<file path="src/rtl/tile_flusher.sv">
// Streams one tile from tile BRAM into the framebuffer through a small FIFO.
// Reads are throttled so every read in flight already has a FIFO slot waiting for it.
module tile_flusher #(
   parameter int unsigned TILE_W     = 20,
   parameter int unsigned TILE_H     = 45,
   parameter int unsigned SCREEN_W   = 320,
   parameter int unsigned FIFO_DEPTH = 4
) (
   input  logic        clk,
   input  logic        rst,
   input  logic        start,
   input  logic [8:0]  x_offset,
   input  logic [7:0]  y_offset,
   output logic [9:0]  tile_bram_read_addr,
   input  logic [31:0] tile_bram_read_data,
   output logic [16:0] fb_write_addr,
   output logic [15:0] fb_write_data,
   output logic        fb_write_valid,
   input  logic        fb_write_ready,
   output logic        busy,
   output logic        done
);

   localparam int unsigned ColW = (TILE_W > 1) ? $clog2(TILE_W) : 1;
   localparam int unsigned RowW = (TILE_H > 1) ? $clog2(TILE_H) : 1;
   localparam int unsigned PtrW = $clog2(FIFO_DEPTH);
   localparam int unsigned CntW = PtrW + 1;

   typedef enum logic [1:0] {StIdle, StIssue, StDrain} state_e;

   state_e            state_q, state_d;
   logic [ColW-1:0]   col_q;
   logic [RowW-1:0]   row_q;
   logic [9:0]        addr_q;
   logic [8:0]        x_q;
   logic [7:0]        y_q;
   logic              v1_q, v2_q;
   logic [16:0]       a1_q, a2_q;
   logic [32:0]       mem_q [FIFO_DEPTH];
   logic [PtrW-1:0]   wr_ptr_q, rd_ptr_q;
   logic [CntW-1:0]   count_q;
   logic [CntW:0]     occupancy;
   logic [16:0]       fb_addr_calc;
   logic              issue, last_pix, drained, push, pop;
   logic              unused_hi;

   assign unused_hi = ^tile_bram_read_data[31:16];

   // Reads in flight count against the FIFO so an arriving word always has room.
   assign occupancy = {1'b0, count_q} + {{CntW{1'b0}}, v1_q} + {{CntW{1'b0}}, v2_q};
   assign last_pix  = (row_q == RowW'(TILE_H - 1)) && (col_q == ColW'(TILE_W - 1));
   assign drained   = !v1_q && !v2_q && (count_q == '0);
   assign fb_addr_calc = (17'(y_q) + 17'(row_q)) * 17'(SCREEN_W) + 17'(x_q) + 17'(col_q);

   assign push = v2_q;
   assign pop  = fb_write_valid && fb_write_ready;

   assign tile_bram_read_addr = addr_q;
   assign fb_write_valid      = (count_q != '0);
   assign {fb_write_addr, fb_write_data} = mem_q[rd_ptr_q];

   always_ff @(posedge clk) begin
      if (rst) state_q <= StIdle;
      else     state_q <= state_d;
   end

   always_comb begin
      state_d = state_q;
      unique case (state_q)
         StIdle:  if (start) state_d = StIssue;
         StIssue: if (issue && last_pix) state_d = StDrain;
         StDrain: if (drained) state_d = StIdle;
         default: state_d = StIdle;
      endcase
   end

   always_comb begin
      busy  = (state_q != StIdle);
      issue = (state_q == StIssue) && (occupancy < (CntW + 1)'(FIFO_DEPTH));
      done  = (state_q == StDrain) && drained;
   end

   always_ff @(posedge clk) begin
      if (rst) begin
         col_q    <= '0;
         row_q    <= '0;
         addr_q   <= '0;
         x_q      <= '0;
         y_q      <= '0;
         v1_q     <= 1'b0;
         v2_q     <= 1'b0;
         a1_q     <= '0;
         a2_q     <= '0;
         wr_ptr_q <= '0;
         rd_ptr_q <= '0;
         count_q  <= '0;
      end else begin
         if (state_q == StIdle && start) begin
            x_q    <= x_offset;
            y_q    <= y_offset;
            col_q  <= '0;
            row_q  <= '0;
            addr_q <= '0;
         end else if (issue && !last_pix) begin
            addr_q <= addr_q + 10'd1;
            if (col_q == ColW'(TILE_W - 1)) begin
               col_q <= '0;
               row_q <= row_q + RowW'(1);
            end else begin
               col_q <= col_q + ColW'(1);
            end
         end
         // Matches the two-cycle BRAM latency; stage 2 lines up with the returned word.
         v1_q <= issue;
         a1_q <= fb_addr_calc;
         v2_q <= v1_q;
         a2_q <= a1_q;
         if (push) wr_ptr_q <= wr_ptr_q + PtrW'(1);
         if (pop)  rd_ptr_q <= rd_ptr_q + PtrW'(1);
         count_q <= count_q + CntW'(push) - CntW'(pop);
      end
   end

   always_ff @(posedge clk) begin
      if (push) mem_q[wr_ptr_q] <= {a2_q, tile_bram_read_data[15:0]};
   end

endmodule

</file>
<file path="config.mk">
export PLATFORM = sky130hd
export DESIGN_NAME = tile_flusher
export DESIGN_NICKNAME = d
export VERILOG_FILES = /design/src/rtl/tile_flusher.sv
export SDC_FILE = /design/constraint.sdc
export NUM_CORES = 1
export LEC_CHECK = 0
export ABC_AREA = 1
export CAP_MARGIN = 40
export CORE_ASPECT_RATIO = 0.8
export CORE_MARGIN = 3
export CORE_UTILIZATION = 56
export DETAILED_ROUTE_END_ITERATION = 6
export PLACE_DENSITY = 0.79
export REMOVE_ABC_BUFFERS = 1
export SYNTH_ARGS = -nofsm -noshare
export SYNTH_HDL_FRONTEND = slang
export SYNTH_SLANG_ARGS = --single-unit
</file>
<file path="constraint.sdc">
create_clock -name clk -period 3.7 [get_ports clk]
set_input_delay 0.37 -clock clk [delete_from_list [all_inputs] [get_ports clk]]
set_output_delay 0.37 -clock clk [all_outputs]
set_load 0.1 [all_outputs]
</file>
==> results of run 1 <==
## through the flow
stage | setup TNS [ps] | power (W) | hold slack [ps] | setup WS [ps]
after floorplan | -4870 | 0.00442 | 388 | -148
after global placement | 0 | 0.00496 | 390 | 343
after detailed placement | 0 | 0.00504 | 393 | 278
after CTS | 0 | 0.00710 | 405 | 224
after global routing | 0 | 0.00735 | 418 | 10.9
final | 0 | 0.00706 | 404 | 347
## critical path: stages (launching register included)
cell     delay [ps]
dfxtp_1         350
ha_1            370
a21oi_1         140
nand2_1         130
xor2_1          260
ha_1            290
ha_1            240
inv_1            80
fa_1            420
inv_1           120
nand2_1          60
nor2_1          120
nand4_1         110
nand3_1         150
nor3b_2         220
nand3_1          90
nand2_1          60
nor2_1           50
## sequential cells by signal, summed over array words and instances, names as in the netlist, named ones only
register,count
x_q,9
a2_q,17
a1_q,17
v1_q,1
col_q,5
state_q,2
row_q,6
wr_ptr_q,2
mem_q,132
rd_ptr_q,2
count_q,3
tile_bram_read_addr,10
push,1
y_q,8
## timing repair
| action | in CTS | in global routing |
|---|---|---|
| gates resized for setup | 0 | 4 |
| buffers inserted | 0 | 0 |
| endpoints found under the setup margin | 0 | 2 |
## layout by cell type, fill, tap and decap left out, drive strengths merged, types with 2 or more instances in the layout
master	synthesis	routed
o21bai	2	2
dfxtp	85	85
a21o	3	3
clkinv	1	8
ha	38	38
a31oi	2	2
nor3	9	9
edfxtp	132	132
fa	4	4
o21a	3	3
a21oi	52	52
buf	4	56
nand3	31	31
o22ai	33	33
xnor2	5	5
nor2	148	148
nand3b	3	3
nand2	97	97
nand4	8	8
nor4	2	2
o21ai	112	112
inv	102	101
clkdlybuf4s50	0	48
clkbuf	27	31
xor2	6	6
## report_power, final
| group | total [W] | leakage [nW] | switching, W | internal (W) |
|---|---|---|---|---|
| registers | 0.00272 | 1.90 | 0.0000602 | 0.00266 |
| logic | 0.00228 | 2.18 | 0.00172 | 0.000564 |
| clock network | 0.00206 | 0.337 | 0.000853 | 0.00121 |
| total | 0.00706 | 4.42 | 0.00263 | 0.00443 |
## worst max-delay path by stage
stage | cells past startpoint | end | from | slack [ps]
floorplan | 3 | fb_write_addr[0] | flip-flop | -150
global placement | 21 | a1_q[16] | row_q[0] | 340
detailed placement | 21 | a1_q[16] | row_q[0] | 280
CTS | 21 | a1_q[16] | row_q[0] | 220
global route | 17 | a1_q[13] | row_q[2] | 10
finish | 17 | a1_q[15] | row_q[2] | 350
## per-layer routing
metal,vias up,part of all wire (%),global-route usage (%)
li1,3312,-,-
met1,3047,45,26.6
met2,152,48,34.1
met3,30,5.3,3.10
met4,0,1.8,4.57
met5,-,0,0
## area by class of cell
cell class	count	area, sq um
multi-input combinational	562	3120
tap	215	269
clock inverter	7	66.3
sequential	217	5670
clock buffer	31	606
timing repair buffer	104	1070
inverter	103	389
fill	1149	4830
## cells in the mapped netlist, types with 3 or more instances
cell type / count
fa_1: 4
nand2_2: 10
nor3_1: 8
o22ai_1: 33
a21oi_1: 49
nand2_1: 86
nor2_1: 145
o21a_1: 3
ha_1: 38
nand3b_1: 3
nand4_1: 8
xnor2_1: 5
inv_1: 100
o21ai_0: 104
o21ai_1: 7
dfxtp_1: 85
xor2_1: 6
edfxtp_1: 132
a21o_1: 3
nand3_1: 28
a21oi_2: 3
clkbuf_1: 26
nand3_2: 3
## kinds of logic (layout without fill, tap and decap cells)
group | count (synthesis) | count (layout) | synth area share, %
flip-flops | 217 | 217 | 61.1
adder cells (fa/ha/maj) | 42 | 42 | 5.99
AND/OR/NAND/NOR | 300 | 300 | 14.1
XOR/XNOR | 11 | 11 | 1.04
AO/OA/AOI/OAI | 209 | 209 | 12.2
buffers and inverters | 134 | 245 | 5.56
==> impl_metrics.env, run 1 <==
export IMPL_status="complete, no violations"
export IMPL_syn_area_sq_um=9280
export IMPL_track_usage_pct=19.8
export IMPL_arrival_ps=3740
export IMPL_reg2reg_from="row_q[2]"
export IMPL_rows=41
export IMPL_dpl_cell_area_sq_um=10500
export IMPL_synth_top_area_share_pct=42.7
export IMPL_start_util_pct=58.0
export IMPL_ys_types=44
export IMPL_reg2regPathDepth=17
export IMPL_leakage_nw=4.42
export IMPL_fmax_ghz=0.298
export IMPL_routed_via_count=6541
export IMPL_dieArea_sq_um=18200
export IMPL_grt_max_degree=67
export IMPL_wl_per_cell_microns=14.4
export IMPL_viasPerCell=5.28
export IMPL_routed_wl_microns=17800
export IMPL_fin_worst_skew_ps=16.2
export IMPL_ys_top_cells_by_area="edfxtp_1, dfxtp_1, nor2_1"
export IMPL_reg2reg_slack_ps=350
export IMPL_holdPathStages=2
export IMPL_async_flop_share_pct=0
export IMPL_syn_to_final_growth_pct=20.5
export IMPL_floorplan_die_width_microns=150
export IMPL_fin_util_pct=69.8
export IMPL_clock_sinks=217
export IMPL_worstSkewPairLatency_ps=500
export IMPL_worst_endpoint_required_ps=4080
export IMPL_cp_start_kind="flip-flop"
export IMPL_worst_pin_slew_ps=872
export IMPL_power_density_nw_per_um2=632
export IMPL_cts_buffer_depth=3
export IMPL_crit_type="reg2reg"
export IMPL_hold_path_endpoint="a2_q[3]"
export IMPL_cts_tree="yes"
export IMPL_numCtsBuffers=21
export IMPL_dp_hpwl_microns=11400
export IMPL_synth_edf_count=132
export IMPL_r2r_end="a1_q[15]"
export IMPL_hold_violations=0
export IMPL_yosysSeqAreaShare_pct=61.1
export IMPL_antenna_found_initial=0
export IMPL_die_y_microns=121
export IMPL_dr_pass1_iters=4
export IMPL_avgSynthCellArea_sq_um=10.2
export IMPL_syn_instance_count=913
export IMPL_min_period_ps=3350
export IMPL_grt_pass1_vias=6182
export IMPL_yosysTopAreaCell="edfxtp_1"
export IMPL_grt_overflow=0
export IMPL_cp_max_fo=4
export IMPL_io_buffers=82
export IMPL_gp_congestion=0.844
export IMPL_core_area_sq_um=16000
export IMPL_ys_flop_type="edfxtp_1"
export IMPL_cts_max_level=1
export IMPL_min_delay_start="a1_q[3]"
export IMPL_ctsHoldBuffers=0
export IMPL_rsz0062_at_grt="false"
export IMPL_drt_iter0_markers=321
export IMPL_ios=99
export IMPL_yosysWarnings=0
export IMPL_drc_errors=0
export IMPL_period_share_pct=90.6
export IMPL_setup_viol=0
export IMPL_max_cap_violations=0
export IMPL_clockRootBuffer="clkbuf_16"
export IMPL_ant_nets=0
export IMPL_ir_drop_v=0.000373
export IMPL_stdcell_count=1239
export IMPL_maxSlewViolCount=0
export IMPL_slew_headroom_pct=41.8
export IMPL_ys_ff_latch=217
export IMPL_drive_gt1_share_pct=11.9
export IMPL_endpoint_kind="flip-flop"
export IMPL_min_path_type="reg2reg"
export IMPL_n_antenna_cell=0
export IMPL_path_clk_slew_ps=60
export IMPL_grt_pass1_wl_microns=29200
export IMPL_final_cell_area_sq_um=11200
export IMPL_fin_nets=1104
export IMPL_dp_cells=1201
Note: power is estimated with default switching activity, not from simulation.
==> run 2: changes to the inputs <==
Settings changed: CORE_ASPECT_RATIO 0.8 to 1.5.
==> run 2 against run 1 <==
Against the previous run: sequential power is essentially flat; sequential cell count is the same; critical path depth up 3; combinational power grew 7%; core utilization increased by 0.36 points; worst hold slack lost 2.5 ps; clock power is 2% lower; non-clock buffer count increased by 5; worst setup slack better by 20 ps; register-to-register slack improved by 20 ps; sequential share of layout area is 0.83 points lower; first-iteration DRC count decreased by 8.4%.
==> impl_metrics.env, run 2 (synthesis gave the netlist of run 1 again) <==
export IMPL_grt_max_degree=67
export IMPL_routed_wl_microns=17600
export IMPL_slew_headroom_pct=45.9
export IMPL_cts_tree="yes"
export IMPL_floorplan_die_width_microns=111
export IMPL_fillers=1186
export IMPL_reg2regPathDepth=20
export IMPL_die_y_microns=164
export IMPL_worst_pin_slew_ps=811
export IMPL_cts_resized=0
export IMPL_viasPerCell=5.32
export IMPL_start_util_pct=57.3
export IMPL_dp_hpwl_microns=11700
export IMPL_grt_pass1_wl_microns=28900
export IMPL_period_share_pct=90.1
export IMPL_cp_start_kind="flip-flop"
export IMPL_holdPathStages=2
export IMPL_antenna_found_initial=0
export IMPL_fin_worst_skew_ps=11.1
export IMPL_mostFrequentLayoutCells="nor2_1, edfxtp_1, o21ai_0"
export IMPL_ctsHoldBuffers=0
export IMPL_final_common_cell="nor2_1"
export IMPL_cp_max_fo=5
export IMPL_min_path_type="reg2reg"
export IMPL_dp_cells=1197
export IMPL_reg2reg_from="row_q[0]"
export IMPL_numCtsBuffers=20
export IMPL_min_delay_start="a1_q[16]"
export IMPL_core_area_sq_um=16200
export IMPL_drt_iter0_markers=294
export IMPL_setup_viol=0
export IMPL_io_buffers=82
export IMPL_worstSkewPairLatency_ps=480
export IMPL_rsz0062_at_grt="false"
export IMPL_cts_buffer_depth=3
export IMPL_postCtsSetupRepairBufs=0
export IMPL_final_cell_area_sq_um=11400
export IMPL_hold_path_endpoint="a2_q[16]"
export IMPL_hold_violations=0
export IMPL_max_cap_violations=0
export IMPL_largest_reg_flops=132
export IMPL_dpl_cell_area_sq_um=10700
export IMPL_dr_pass1_iters=4
export IMPL_stdcell_count=1233
export IMPL_ios=99
export IMPL_seq_area_sq_um=5670
export IMPL_status="complete, no violations"
export IMPL_routed_via_count=6560
export IMPL_maxSlewViolCount=0
export IMPL_worst_endpoint_required_ps=4080
export IMPL_power_density_nw_per_um2=630
export IMPL_gp_congestion=0.805
export IMPL_fmax_ghz=0.300
export IMPL_ir_drop_v=0.000458
export IMPL_arrival_ps=3710
export IMPL_cts_max_level=1
export IMPL_fin_nets=1108
export IMPL_clock_sinks=217
export IMPL_slowest_stage="fa_1"
export IMPL_leakage_nw=4.51
export IMPL_track_usage_pct=19.2
export IMPL_path_common_cell="nand2_1"
export IMPL_fin_setup_tns_ps=0
export IMPL_ant_nets=0
export IMPL_crit_type="reg2reg"
export IMPL_reg2reg_slack_ps=370
export IMPL_syn_to_final_growth_pct=22.5
export IMPL_slowest_delay_ps=410
export IMPL_clockRootBuffer="clkbuf_16"
export IMPL_multi_input_area_sq_um=3100
export IMPL_crit_chain="ha_1 -> fa_1 -> nand3_1 -> nand2_1 -> a21oi_1 -> o21ai_0 -> xnor2_1 -> inv_1 -> ha_1 -> ha_1 -> nand2_1 -> inv_1 -> o21ai_1 -> nand3_1 -> nand2_1 -> nand2_1 -> nor3b_2 -> nand3_1 -> nand2_1 -> nor2_1"
export IMPL_endpoint_kind="flip-flop"
export IMPL_drc_errors=0
export IMPL_dieArea_sq_um=18200
export IMPL_biggestRegsByFlops="mem_q (132), a1_q (17), a2_q (17)"
export IMPL_r2r_end="a1_q[15]"
export IMPL_grt_pass1_vias=6428
export IMPL_wl_per_cell_microns=14.2
export IMPL_min_period_ps=3330
export IMPL_drive_gt1_share_pct=11.6
export IMPL_n_antenna_cell=0
export IMPL_rows=57
export IMPL_path_clk_slew_ps=70
export IMPL_largest_register="mem_q"
export IMPL_grt_overflow=0
==> run 2: critical path: cells and delay by family, from the launching register on <==
family                   cells  cell delay [ps]
AO/OA/AOI/OAI                3              340
XOR/XNOR                     1              140
adder cells (fa/ha/maj)      4             1290
buffers and inverters        2              120
flip-flops                   1              340
AND/OR/NAND/NOR             10             1010
==> run 2: worst max-delay path by stage <==
stage | start | end | slack [ps] | cells after the start
floorplan | flip-flop | fb_write_addr[0] | -150 | 3
CTS | row_q[0] | a1_q[16] | 320 | 21
finish | row_q[0] | a1_q[15] | 370 | 20
global placement | row_q[0] | a1_q[15] | 370 | 20
detailed placement | row_q[0] | a1_q[15] | 340 | 20
global route | row_q[0] | a1_q[16] | 30 | 21
==> run 2: per-layer routing <==
metal  GRT usage (%)  share of wire [%]  vias to the layer above
li1                -                  -                     3331
met1            20.8                 39                     3053
met2            38.1                 55                      146
met3            2.59                4.2                       30
met4            6.64                2.1                        0
met5               0                  0                        -
==> run 2: report_power, final <==
| group | total [W] | internal, W | switching (W) | leakage (nW) |
|---|---|---|---|---|
| Clock | 0.00201 | 0.00120 | 0.000809 | 0.316 |
| Combinational | 0.00244 | 0.000703 | 0.00173 | 2.29 |
| Sequential | 0.00271 | 0.00266 | 0.0000577 | 1.90 |
| Total | 0.00716 | 0.00456 | 0.00260 | 4.51 |
==> run 2: layout make-up <==
class / count / share of cell area [%]
Timing Repair Buffer: 109 / 11.4
Inverter: 103 / 3.42
Clock buffer: 29 / 4.98
Multi-Input combinational cell: 562 / 27.3
Sequential cell: 217 / 49.9
Tap cell: 206 / 2.27
Clock inverter: 7 / 0.760
==> run 2: metrics by stage <==
step	setup WS (ps)	util [%]	power, W	hold WS [ps]
floorplan	-148	-	0.00442	388
global placement	370	64.6	0.00511	390
detailed placement	337	66.2	0.00520	394
CTS	321	70.2	0.00721	402
global route	25.7	70.2	0.00745	426
finish	366	70.2	0.00716	401
==> run 3: changes to the inputs <==
Settings changed: SLEW_MARGIN set to 40.
==> run 3 against run 2 <==
Against the previous run: first-iteration DRC count decreased by 2.7%; highest routed layer unchanged; total power down 1.7%; global-route usage is 0.86 points lower.
==> impl_metrics.env, run 3 (synthesis gave the netlist of run 1 again) <==
export IMPL_status="complete, no violations"
export IMPL_largest_reg_flops=132
export IMPL_dp_hpwl_microns=11100
export IMPL_biggestRegsByFlops="mem_q (132), a1_q (17), a2_q (17)"
export IMPL_grt_pass1_vias=6177
export IMPL_rsz0062_at_grt="false"
export IMPL_slowest_stage="fa_1"
export IMPL_worst_slack_ps=356
export IMPL_routed_via_count=6485
export IMPL_fin_setup_tns_ps=0
export IMPL_numCtsBuffers=20
export IMPL_period_share_pct=90.4
export IMPL_worst_endpoint_required_ps=4070
export IMPL_routed_wl_microns=16900
export IMPL_whs_ps=402
export IMPL_reg2regPathDepth=18
export IMPL_worstSkewPairLatency_ps=480
export IMPL_fmax_ghz=0.299
export IMPL_reg2reg_from="row_q[0]"
export IMPL_grt_pass1_wl_microns=27700
export IMPL_slowest_delay_ps=500
export IMPL_maxSlewViolCount=0
export IMPL_mostFrequentLayoutCells="nor2_1, edfxtp_1, o21ai_0"
export IMPL_top_usage_layer="met2"
export IMPL_min_period_ps=3340
export IMPL_leakage_nw=4.39
export IMPL_start_util_pct=57.3
export IMPL_track_usage_pct=18.4
export IMPL_hold_path_endpoint="a2_q[2]"
export IMPL_core_area_sq_um=16200
export IMPL_n_antenna_cell=0
export IMPL_min_delay_start="a1_q[2]"
export IMPL_crit_type="reg2reg"
export IMPL_cp_start_kind="flip-flop"
export IMPL_final_common_cell="nor2_1"
export IMPL_cts_tree="yes"
export IMPL_crit_chain="ha_1 -> fa_1 -> nand3_1 -> nand2_1 -> xnor2_1 -> inv_1 -> ha_1 -> inv_1 -> fa_1 -> inv_1 -> nand2_1 -> nor2_1 -> nand4_1 -> nand3_1 -> nor3b_2 -> nand3_1 -> nand2_1 -> nor2_1"
export IMPL_critPathTopFamily="adder cells"
export IMPL_crit_buf_inv=3
export IMPL_die_y_microns=164
export IMPL_dr_pass1_iters=5
export IMPL_dieArea_sq_um=18200
export IMPL_postCtsSetupRepairBufs=0
export IMPL_ant_nets=0
export IMPL_grt_max_degree=67
export IMPL_use_met1_pct=19.4
export IMPL_ir_drop_v=0.000519
export IMPL_wl_per_cell_microns=13.9
export IMPL_stdcell_count=1218
export IMPL_hold_violations=0
export IMPL_cts_max_level=1
export IMPL_gp_congestion=0.805
export IMPL_slew_headroom_pct=48.7
export IMPL_syn_to_final_growth_pct=19.2
export IMPL_place_ws_ps=339
export IMPL_use_met2_pct=36.5
export IMPL_final_cell_area_sq_um=11100
export IMPL_cp_max_fo=4
export IMPL_floorplan_die_width_microns=111
export IMPL_io_buffers=82
export IMPL_min_path_type="reg2reg"
export IMPL_grt_overflow=0
export IMPL_drive_gt1_share_pct=12.2
export IMPL_ios=99
export IMPL_fin_nets=1093
export IMPL_ctsHoldBuffers=0
export IMPL_largest_register="mem_q"
export IMPL_viasPerCell=5.32
export IMPL_clockRootBuffer="clkbuf_16"
export IMPL_drc_errors=0
export IMPL_power_density_nw_per_um2=637
export IMPL_met3_usage_pct=2.63
export IMPL_path_clk_slew_ps=60
export IMPL_reg2reg_slack_ps=360
export IMPL_path_depth=18
export IMPL_setup_viol=0
export IMPL_cts_resized=0
export IMPL_fillers=1196
export IMPL_dpl_cell_area_sq_um=10400
export IMPL_clock_sinks=217
export IMPL_arrival_ps=3720
export IMPL_max_cap_violations=0
export IMPL_antenna_found_initial=0
export IMPL_endpoint_kind="flip-flop"
export IMPL_cts_buffer_depth=3
export IMPL_rows=57
export IMPL_drt_iter0_markers=286
export IMPL_holdPathStages=2
export IMPL_r2r_end="a1_q[15]"
export IMPL_worst_pin_slew_ps=768
export IMPL_dp_cells=1182
export IMPL_fin_worst_skew_ps=17.5
==> run 3: cell types whose count changed in the layout (fill, tap and decap cells not counted), moves of 3 or more <==
cell             delta
buf_2              +12
inv_6               +4
inv_1               -3
clkbuf_1            -6
buf_8              -13
clkinv_1            +3
clkdlybuf4s50_1    -12
==> run 3: cell type report <==
type | instances | area [sq um] | area share, %
repair buffers | 94 | 991 | 8.96
clock buffers | 22 | 529 | 4.79
flip-flops and latches | 217 | 5670 | 51.2
well taps | 206 | 258 | 2.33
inverters | 103 | 390 | 3.53
clock inverters | 14 | 113 | 1.02
multi-input cells | 562 | 3110 | 28.1
==> run 3: report_power, final <==
group	switching, W	internal (W)	total, W
combinational	0.00172	0.000646	0.00236
sequential	0.0000577	0.00266	0.00271
clock	0.000848	0.00112	0.00197
==> run 3: tightest hold or removal path: cells and delay by family (launching register included) <==
family | cells | cell delay, ps
AND/OR/NAND/NOR | 1 | 30
buffers and inverters | 1 | 40
flip-flops | 1 | 300
==> run 3: worst max path at each step <==
stage,start,end
after floorplan,flip-flop,fb_write_addr[0]
after global routing,row_q[0],a1_q[13]
after global placement,row_q[0],a1_q[15]
after CTS,row_q[0],a1_q[15]
final,row_q[0],a1_q[15]
after detailed placement,row_q[0],a1_q[15]
==> run 3: metal layers <==
| layer | part of all wire, % | wire, microns | up-vias |
|---|---|---|---|
| li1 | - | - | 3295 |
| met1 | 38 | 6430 | 2995 |
| met2 | 54 | 9190 | 156 |
| met3 | 5.2 | 876 | 39 |
| met4 | 2.3 | 387 | 0 |
| met5 | 0 | 0 | - |
==> run 3: per-stage QoR <==
step,util [%],total power (W)
finish,68.3,0.00704
global route,68.3,0.00734
CTS,68.2,0.00710
detailed placement,64.2,0.00513
global placement,64.6,0.00511
floorplan,-,0.00442
